$ cat config.mk
export PLATFORM = sky130hd
export DESIGN_NAME = hmmm_loader
export DESIGN_NICKNAME = d
export VERILOG_FILES = /design/src/rtl/hmmm_loader.sv
export SDC_FILE = /design/constraint.sdc
export NUM_CORES = 1
export LEC_CHECK = 0
export CAP_MARGIN = 20
export CORE_ASPECT_RATIO = 2
export CORE_MARGIN = 1
export CORE_UTILIZATION = 30
export DETAILED_ROUTE_END_ITERATION = 8
export PLACE_DENSITY = 0.5
export SLEW_MARGIN = 5
export SYNTH_ARGS = -nofsm -noshare
export SYNTH_HDL_FRONTEND = slang
export SYNTH_SLANG_ARGS = --single-unit
$ cat constraint.sdc
create_clock -name clk -period 3.2 [get_ports clk]
set_input_delay 0.64 -clock clk [delete_from_list [all_inputs] [get_ports clk]]
set_output_delay 0.64 -clock clk [all_outputs]
set_load 0.01 [all_outputs]
$ cat src/rtl/hmmm_loader.sv
// Byte-stream program loader: count byte, N big-endian words strobed onto the CPU bus as
// address/data pairs, then a one-cycle CPU reset. HMMM_LOADER_CHECKSUM_EN adds a trailing XOR check.
module hmmm_loader (
    input  logic        clk,
    input  logic        rst_n,
    input  logic        in_valid,
    input  logic [7:0]  in_data,
    output logic        in_ready,
    output logic [15:0] bus_out,
    output logic        bus_oe,
    output logic        pgrm_addr,
    output logic        pgrm_data,
    output logic        cpu_rst,
    output logic        busy,
    output logic        done,
    output logic        err
);

`ifdef HMMM_LOADER_CHECKSUM_EN
    typedef enum logic [2:0] {StIdle, StHi, StLo, StAddr, StData, StCsum, StRst} state_e;
    localparam state_e StEnd = StCsum;
`else
    typedef enum logic [2:0] {StIdle, StHi, StLo, StAddr, StData, StRst} state_e;
    localparam state_e StEnd = StRst;
`endif

    state_e      r_state, w_state_d;
    logic [7:0]  r_addr, r_n;
    logic [15:0] r_word;
    logic        r_in_ready, r_pgrm_addr, r_pgrm_data, r_cpu_rst, r_busy, r_done;
    logic [15:0] r_bus_out;
    logic        w_in_ready_d, w_pgrm_addr_d, w_pgrm_data_d, w_cpu_rst_d, w_busy_d, w_done_d;
    logic [15:0] w_bus_out_d;
    logic        w_accept, w_last, w_csum_fail;

    assign w_accept = in_valid & r_in_ready;
    assign w_last   = (r_addr + 8'd1) == r_n;

`ifdef HMMM_LOADER_CHECKSUM_EN
    logic [7:0] r_csum;
    logic       r_err;
    assign w_csum_fail = (r_state == StCsum) && w_accept && (in_data != r_csum);
    assign err         = r_err;
`else
    assign w_csum_fail = 1'b0;
    assign err         = 1'b0;
`endif

    always_ff @(posedge clk or negedge rst_n) begin
        if (!rst_n) begin
            r_state <= StIdle;
        end else begin
            r_state <= w_state_d;
        end
    end

    always_comb begin
        w_state_d = r_state;
        case (r_state)
            StIdle: if (w_accept) w_state_d = (in_data != 8'd0) ? StHi : StEnd;
            StHi:   if (w_accept) w_state_d = StLo;
            StLo:   if (w_accept) w_state_d = StAddr;
            StAddr: w_state_d = StData;
            StData: w_state_d = w_last ? StEnd : StHi;
`ifdef HMMM_LOADER_CHECKSUM_EN
            StCsum: if (w_accept) w_state_d = w_csum_fail ? StIdle : StRst;
`endif
            StRst:  w_state_d = StIdle;
            default: w_state_d = StIdle;
        endcase
    end

    // Outputs are decoded from the upcoming state and registered, so they reset to 0.
    always_comb begin
        w_in_ready_d  = 1'b0;
        w_pgrm_addr_d = 1'b0;
        w_pgrm_data_d = 1'b0;
        w_cpu_rst_d   = 1'b0;
        w_bus_out_d   = 16'h0000;
        case (w_state_d)
            StIdle, StHi, StLo: w_in_ready_d = 1'b1;
`ifdef HMMM_LOADER_CHECKSUM_EN
            StCsum: w_in_ready_d = 1'b1;
`endif
            StAddr: begin
                w_pgrm_addr_d = 1'b1;
                w_bus_out_d   = {8'h00, r_addr};
            end
            StData: begin
                w_pgrm_data_d = 1'b1;
                w_bus_out_d   = r_word;
            end
            StRst: w_cpu_rst_d = 1'b1;
            default: ;
        endcase
        w_busy_d = (w_state_d != StIdle);
        w_done_d = (r_state == StRst) | w_csum_fail;
    end

    always_ff @(posedge clk or negedge rst_n) begin
        if (!rst_n) begin
            r_in_ready  <= 1'b0;
            r_pgrm_addr <= 1'b0;
            r_pgrm_data <= 1'b0;
            r_cpu_rst   <= 1'b0;
            r_busy      <= 1'b0;
            r_done      <= 1'b0;
            r_bus_out   <= 16'h0000;
        end else begin
            r_in_ready  <= w_in_ready_d;
            r_pgrm_addr <= w_pgrm_addr_d;
            r_pgrm_data <= w_pgrm_data_d;
            r_cpu_rst   <= w_cpu_rst_d;
            r_busy      <= w_busy_d;
            r_done      <= w_done_d;
            r_bus_out   <= w_bus_out_d;
        end
    end

    always_ff @(posedge clk or negedge rst_n) begin
        if (!rst_n) begin
            r_addr <= 8'd0;
            r_n    <= 8'd0;
            r_word <= 16'h0000;
`ifdef HMMM_LOADER_CHECKSUM_EN
            r_csum <= 8'd0;
            r_err  <= 1'b0;
`endif
        end else begin
            case (r_state)
                StIdle: if (w_accept) begin
                    r_n    <= in_data;
                    r_addr <= 8'd0;
`ifdef HMMM_LOADER_CHECKSUM_EN
                    r_csum <= 8'd0;
                    r_err  <= 1'b0;
`endif
                end
                StHi: if (w_accept) begin
                    r_word[15:8] <= in_data;
`ifdef HMMM_LOADER_CHECKSUM_EN
                    r_csum <= r_csum ^ in_data;
`endif
                end
                StLo: if (w_accept) begin
                    r_word[7:0] <= in_data;
`ifdef HMMM_LOADER_CHECKSUM_EN
                    r_csum <= r_csum ^ in_data;
`endif
                end
                StData: r_addr <= r_addr + 8'd1;
`ifdef HMMM_LOADER_CHECKSUM_EN
                StCsum: if (w_csum_fail) r_err <= 1'b1;
`endif
                default: ;
            endcase
        end
    end

    assign in_ready  = r_in_ready;
    assign bus_out   = r_bus_out;
    assign bus_oe    = r_pgrm_addr | r_pgrm_data;
    assign pgrm_addr = r_pgrm_addr;
    assign pgrm_data = r_pgrm_data;
    assign cpu_rst   = r_cpu_rst;
    assign busy      = r_busy;
    assign done      = r_done;

endmodule

Word-level counts from Yosys, hierarchy flattened
Cells that the tools add are included.
{"block": "classes", "n_addsub": 1, "mul": 0, "n_div": 0, "order_cmp": 0, "n_eq_ne": 12, "n_shift": 0, "n_mux": 13, "bitwise_logic": 2, "reduce_logical": 10}
{"op": "$pmux 16 s2", "n": 1}
{"op": "$pmux 8 s2", "n": 1}
{"op": "$mux 3", "n": 5}
{"op": "$pmux 3 s5", "n": 1}
{"op": "$eq 3x2->1 const B", "n": 4}
{"op": "$eq 3x3->1 const B", "n": 4}
{"op": "$add 8x1->8 const B", "n": 1}
{"op": "$eq 8x8->1", "n": 1}
{"op": "$mux 8", "n": 1}
{"op": "$reduce_and 2->1", "n": 4}
{"op": "$reduce_bool 8->1", "n": 1}
{"op": "$eq 3x1->1 const B", "n": 2}
{"op": "$logic_not 3->1", "n": 2}
{"op": "$mux 1", "n": 4}
{"op": "$reduce_bool 3->1", "n": 1}
{"op": "$reduce_or 3->1", "n": 1}
{"op": "$ne 2x2->1 const B", "n": 1}
{"op": "$reduce_bool 2->1", "n": 1}
{"op": "$and 1x1->1", "n": 1}
{"op": "$or 1x1->1", "n": 1}
{"block": "totals", "ff_bits": 57, "latchBits": 0, "ramBits": 0, "mem_bits_ro": 0, "input_bits": 11, "output_inout_bits": 24, "word_cells": 50, "memories": 0}

Longest topological paths before layout
{"block": "logic_depth", "depth_word": 7, "depth_mapped": 7, "ltp_nobuf": 6}

Least setup slack after synthesis
OpenSTA, ideal clock, no wires.
{"block": "synth_timing", "path_type": "input -> register", "startpoint": "input in_valid", "endpoint": "register r_word[10]", "setup_ns": 0.125, "arrival_time_ns": 1.742, "t_required_ns": 3.075, "path_slack_ns": 1.334, "path_stages": 3, "n_path_buf": 0, "path_cell_list": "nand2_1 nor4b_2 mux2_2"}
{"block": "synth_via", "elab_chain_cells": 2}
{"element": "from (decl)", "line_no": "6", "source": "input logic in_valid,"}
{"element": "$and 1x1->1", "line_no": "36", "source": "assign w_accept = in_valid & r_in_ready;"}
{"element": "$reduce_and 2->1 (no line)"}
{"element": "to (signal assigned)", "line_no": "140", "source": "r_word[15:8] <= in_data;"}
{"element": "to (decl)", "line_no": "29", "source": "logic [15:0] r_word;"}
Every way passes these cells.
A chain may end at the register's enable or synchronous reset.

Worst setup path after layout
{"block": "layout_timing", "startpoint": "input in_valid", "endpoint": "register r_cpu_rst (netlist: cpu_rst)"}
{"block": "layout_via", "elab_chain_cells": 5, "word_cells_on_any_way": 7, "classes_between": "1 x eq/ne; 5 x mux; 1 x bitwise"}
{"element": "$and 1x1->1 (*)", "line_no": "36"}
{"element": "$mux 3, on equally long branches", "line_no": "62, 60, 61"}
{"element": "$pmux 3 s5 (*)", "line_no": "59", "source": "case (r_state)"}
{"element": "net w_state_d[2]", "line_no": "27", "source": "state_e r_state, w_state_d;"}
{"element": "$eq 3x3->1 (*)", "line_no": "80", "source": "case (w_state_d)"}
{"element": "$mux 1 (*)", "line_no": "80"}
{"element": "net w_cpu_rst_d", "line_no": "32", "source": "logic w_in_ready_d, w_pgrm_addr_d, w_pgrm_data_d, w_cpu_rst_d, w_busy_d, w_done_d;"}
{"element": "to (signal assigned)", "line_no": "113", "source": "r_cpu_rst <= w_cpu_rst_d;"}
{"element": "to (decl)", "line_no": "30", "source": "logic r_in_ready, r_pgrm_addr, r_pgrm_data, r_cpu_rst, r_busy, r_done;"}
The timed path passes the listed nets; every way through them passes the cells marked *.

==> flow_summary.json <==
{
  "status": "finished clean",
  "rows": 46,
  "syn_area_per_cell_um2": 13.0,
  "synth_largest_area_cell": "dfrtp_1",
  "drive_gt1_share_pct": 22.3,
  "grt_max_degree": 45,
  "ys_types": 43,
  "synth_area_um2": 2440,
  "wl_per_cell_um": 16.7,
  "reg2reg_from": "r_addr[0]",
  "reg2regPathDepth": 6,
  "io_pins": 35,
  "min_period_ps": 2180,
  "worst_path_largest_cell_delay_ps": 540,
  "peakVddDrop_uv": 336,
  "critical_path.cell_chain": "clkdlybuf4s50_1 -> nand2_1 -> nor4_4 -> a31oi_1 -> o31ai_2 -> nor2b_1",
  "cts_buffers": 9,
  "first_pass_iters": 4,
  "p_total_uw": 2710,
  "clock_sinks": 57,
  "post-cts-setup-buffers": 0,
  "synth_nets": 200,
  "cts.repair.resized": 0,
  "tns_ps": 0,
  "fmax_mhz": 459,
  "synth_cells": 188,
  "postCtsHoldBufs": 0,
  "die_w_um": 65.8,
  "place_congestion": 0.744,
  "io_buffer_count": 33,
  "areaGrowthSynthToFinish_pct": 28.4,
  "synthFlopType": "dfrtp_1",
  "nets": 239,
  "final.setup.worst_slack_ps": 1020,
  "cp_max_fo": 9,
  "grt_usage_pct": 14.7,
  "relSlewSlack_pct": 51.7,
  "htreeDepth": 3,
  "finalInstanceArea_um2": 3140,
  "cp-start-kind": "input port",
  "synth_top_area_share_pct": 58.4,
  "synth_seq_cells": 57,
  "hpwlAfterDp_um": 3840,
  "cap_violations": 0,
  "vias": 1609,
  "antenna_cells": 0,
  "fp.dieH_um": 130,
  "cts_tree": "built",
  "core_area_um2": 7890,
  "tightest_slew_ps": 722,
  "r2r-end": "cpu_rst",
  "powerDensity_nw_per_um2": 865,
  "dr.first_iter.drc_count": 66,
  "cts_root_buffer": "clkbuf_16",
  "r2r_setup_slack_ps": 1200,
  "drc": 0,
  "pre_cts_slack_ps": 696,
  "ys.warnings.count": 0,
  "slowest_stage": "nor4_4",
  "worstPathArrival_ps": 2430,
  "clk_path_buf_depth": 2,
  "setup_violations": 0,
  "finalHoldViolations": 0,
  "fin_crit_sh_pct": 68.1,
  "drt-total-wl_um": 5430,
  "leakagePower_uw": 0.00135,
  "grt-ovfl-total": 0,
  "required_ps": 3450,
  "start_util_pct": 31.0,
  "grt_pass1_vias": 1626,
  "ys_top_cells_by_count": "57 x dfrtp_1, 24 x mux2_2, 11 x o21ai_0",
  "synthArstFlopShare_pct": 100,
  "clk_latency_ps": 320,
  "path_clk_slew_ps": 50,
  "ant_nets": 0,
  "ys_seq_area_share_pct": 58.4,
  "die_area_um2": 8530,
  "dpl_cell_area_um2": 2870,
  "via_per_inst": 4.95,
  "synth_most_common_cell": "dfrtp_1",
  "antenna_found_initial": 0,
  "path_class": "input port to flop",
  "maxSlewViolCount": 0,
  "grt_pass1_wl_um": 8710,
  "synth_edf_count": 0,
  "rsz0062_at_grt": "no",
  "crit_path_end_kind": "flop",
  "clock_skew_ps": 4.79,
  "hold_path.class": "input port to async pin",
  "synth_area_leaders": "dfrtp_1 58%, mux2_2 11%, a22o_1 3.2%, xnor2_1 2.9%, o21ai_0 2.3%"
}
==> cells by family (layout without fill, tap and decap cells) <==
family                   count (synthesis)  count (layout)  synth area share (%)
multiplexers                            24              24                  11.1
adder cells (fa/ha/maj)                  2               2                 0.922
flip-flops                              57              57                  58.4
AO/OA/AOI/OAI                           32              32                  9.11
buffers and inverters                   12              53                  2.61
XOR/XNOR                                12              12                  4.86
AND/OR/NAND/NOR                         48              48                  12.9
other                                    1               1                 0.153
==> worst max-delay path by stage <==
stage / start / to / slack [ps] / depth (start not counted)
after CTS: in_valid / cpu_rst / 1020 / 6
after global routing: in_valid / cpu_rst / 910 / 6
after global placement: in_valid / cpu_rst / 800 / 6
final: in_valid / cpu_rst / 1020 / 6
after floorplan: in_valid / r_word[10] / 1330 / 3
after detailed placement: in_valid / cpu_rst / 700 / 6
==> cell usage in the layout (no fill, tap or decap), drive strengths merged, types with 2 or more instances in the layout <==
cell and count:
dfrtp 57, clkdlybuf4s50 32, mux2 24, clkbuf 12
o21ai 11, a22o 9, xnor2 8, and2 8
buf 7, nand2 6, nor2 5, nor3 4
nand2b 3, nand4 3, and3 3, xor2 3
a31oi 3, nand3 3, nor4 3, o31ai 3
a21oi 2, or3 2, nor3b 2
==> worst max-delay path: cells and delay by family <==
kind / cells / cell delay [ps]
AND/OR/NAND/NOR: 3 / 860
buffers and inverters: 1 / 510
AO/OA/AOI/OAI: 2 / 420
==> flip-flops by register name, summed over array words and instances, names as in the netlist <==
signal     flops
bus_out       16
r_word        16
r_addr         8
r_n            8
r_state        3
busy           1
cpu_rst        1
done           1
in_ready       1
pgrm_addr      1
pgrm_data      1
==> power breakdown <==
group	internal, uW	switching [uW]	total, uW
Clock	528	288	816
Combinational	443	325	768
Sequential	957	174	1130
Total	1930	787	2710
==> stage by stage <==
stage	hold slack (ps)	cells	util (%)
finish	164	325	39.8
global route	167	325	39.8
CTS	482	324	39.5
detailed placement	467	311	36.4
global placement	460	311	36.4
floorplan	344	188	-
==> layer usage <==
layer,vias to the layer above,GRT usage (%),part of all wire [%]
li1,748,-,-
met1,802,15.9,37
met2,44,24.3,56
met3,15,4.49,3.3
met4,0,9.59,4.2
met5,-,0,0
==> layout make-up <==
cell class / count / area, um2
timing repair buffer: 39 / 383
clock buffer: 12 / 246
clock inverter: 1 / 5.00
inverter: 1 / 3.75
sequential: 57 / 1430
fill: 769 / 4750
multi-input combinational: 119 / 953
tap: 96 / 120
No activity file was read; power rests on OpenSTA's default activity.
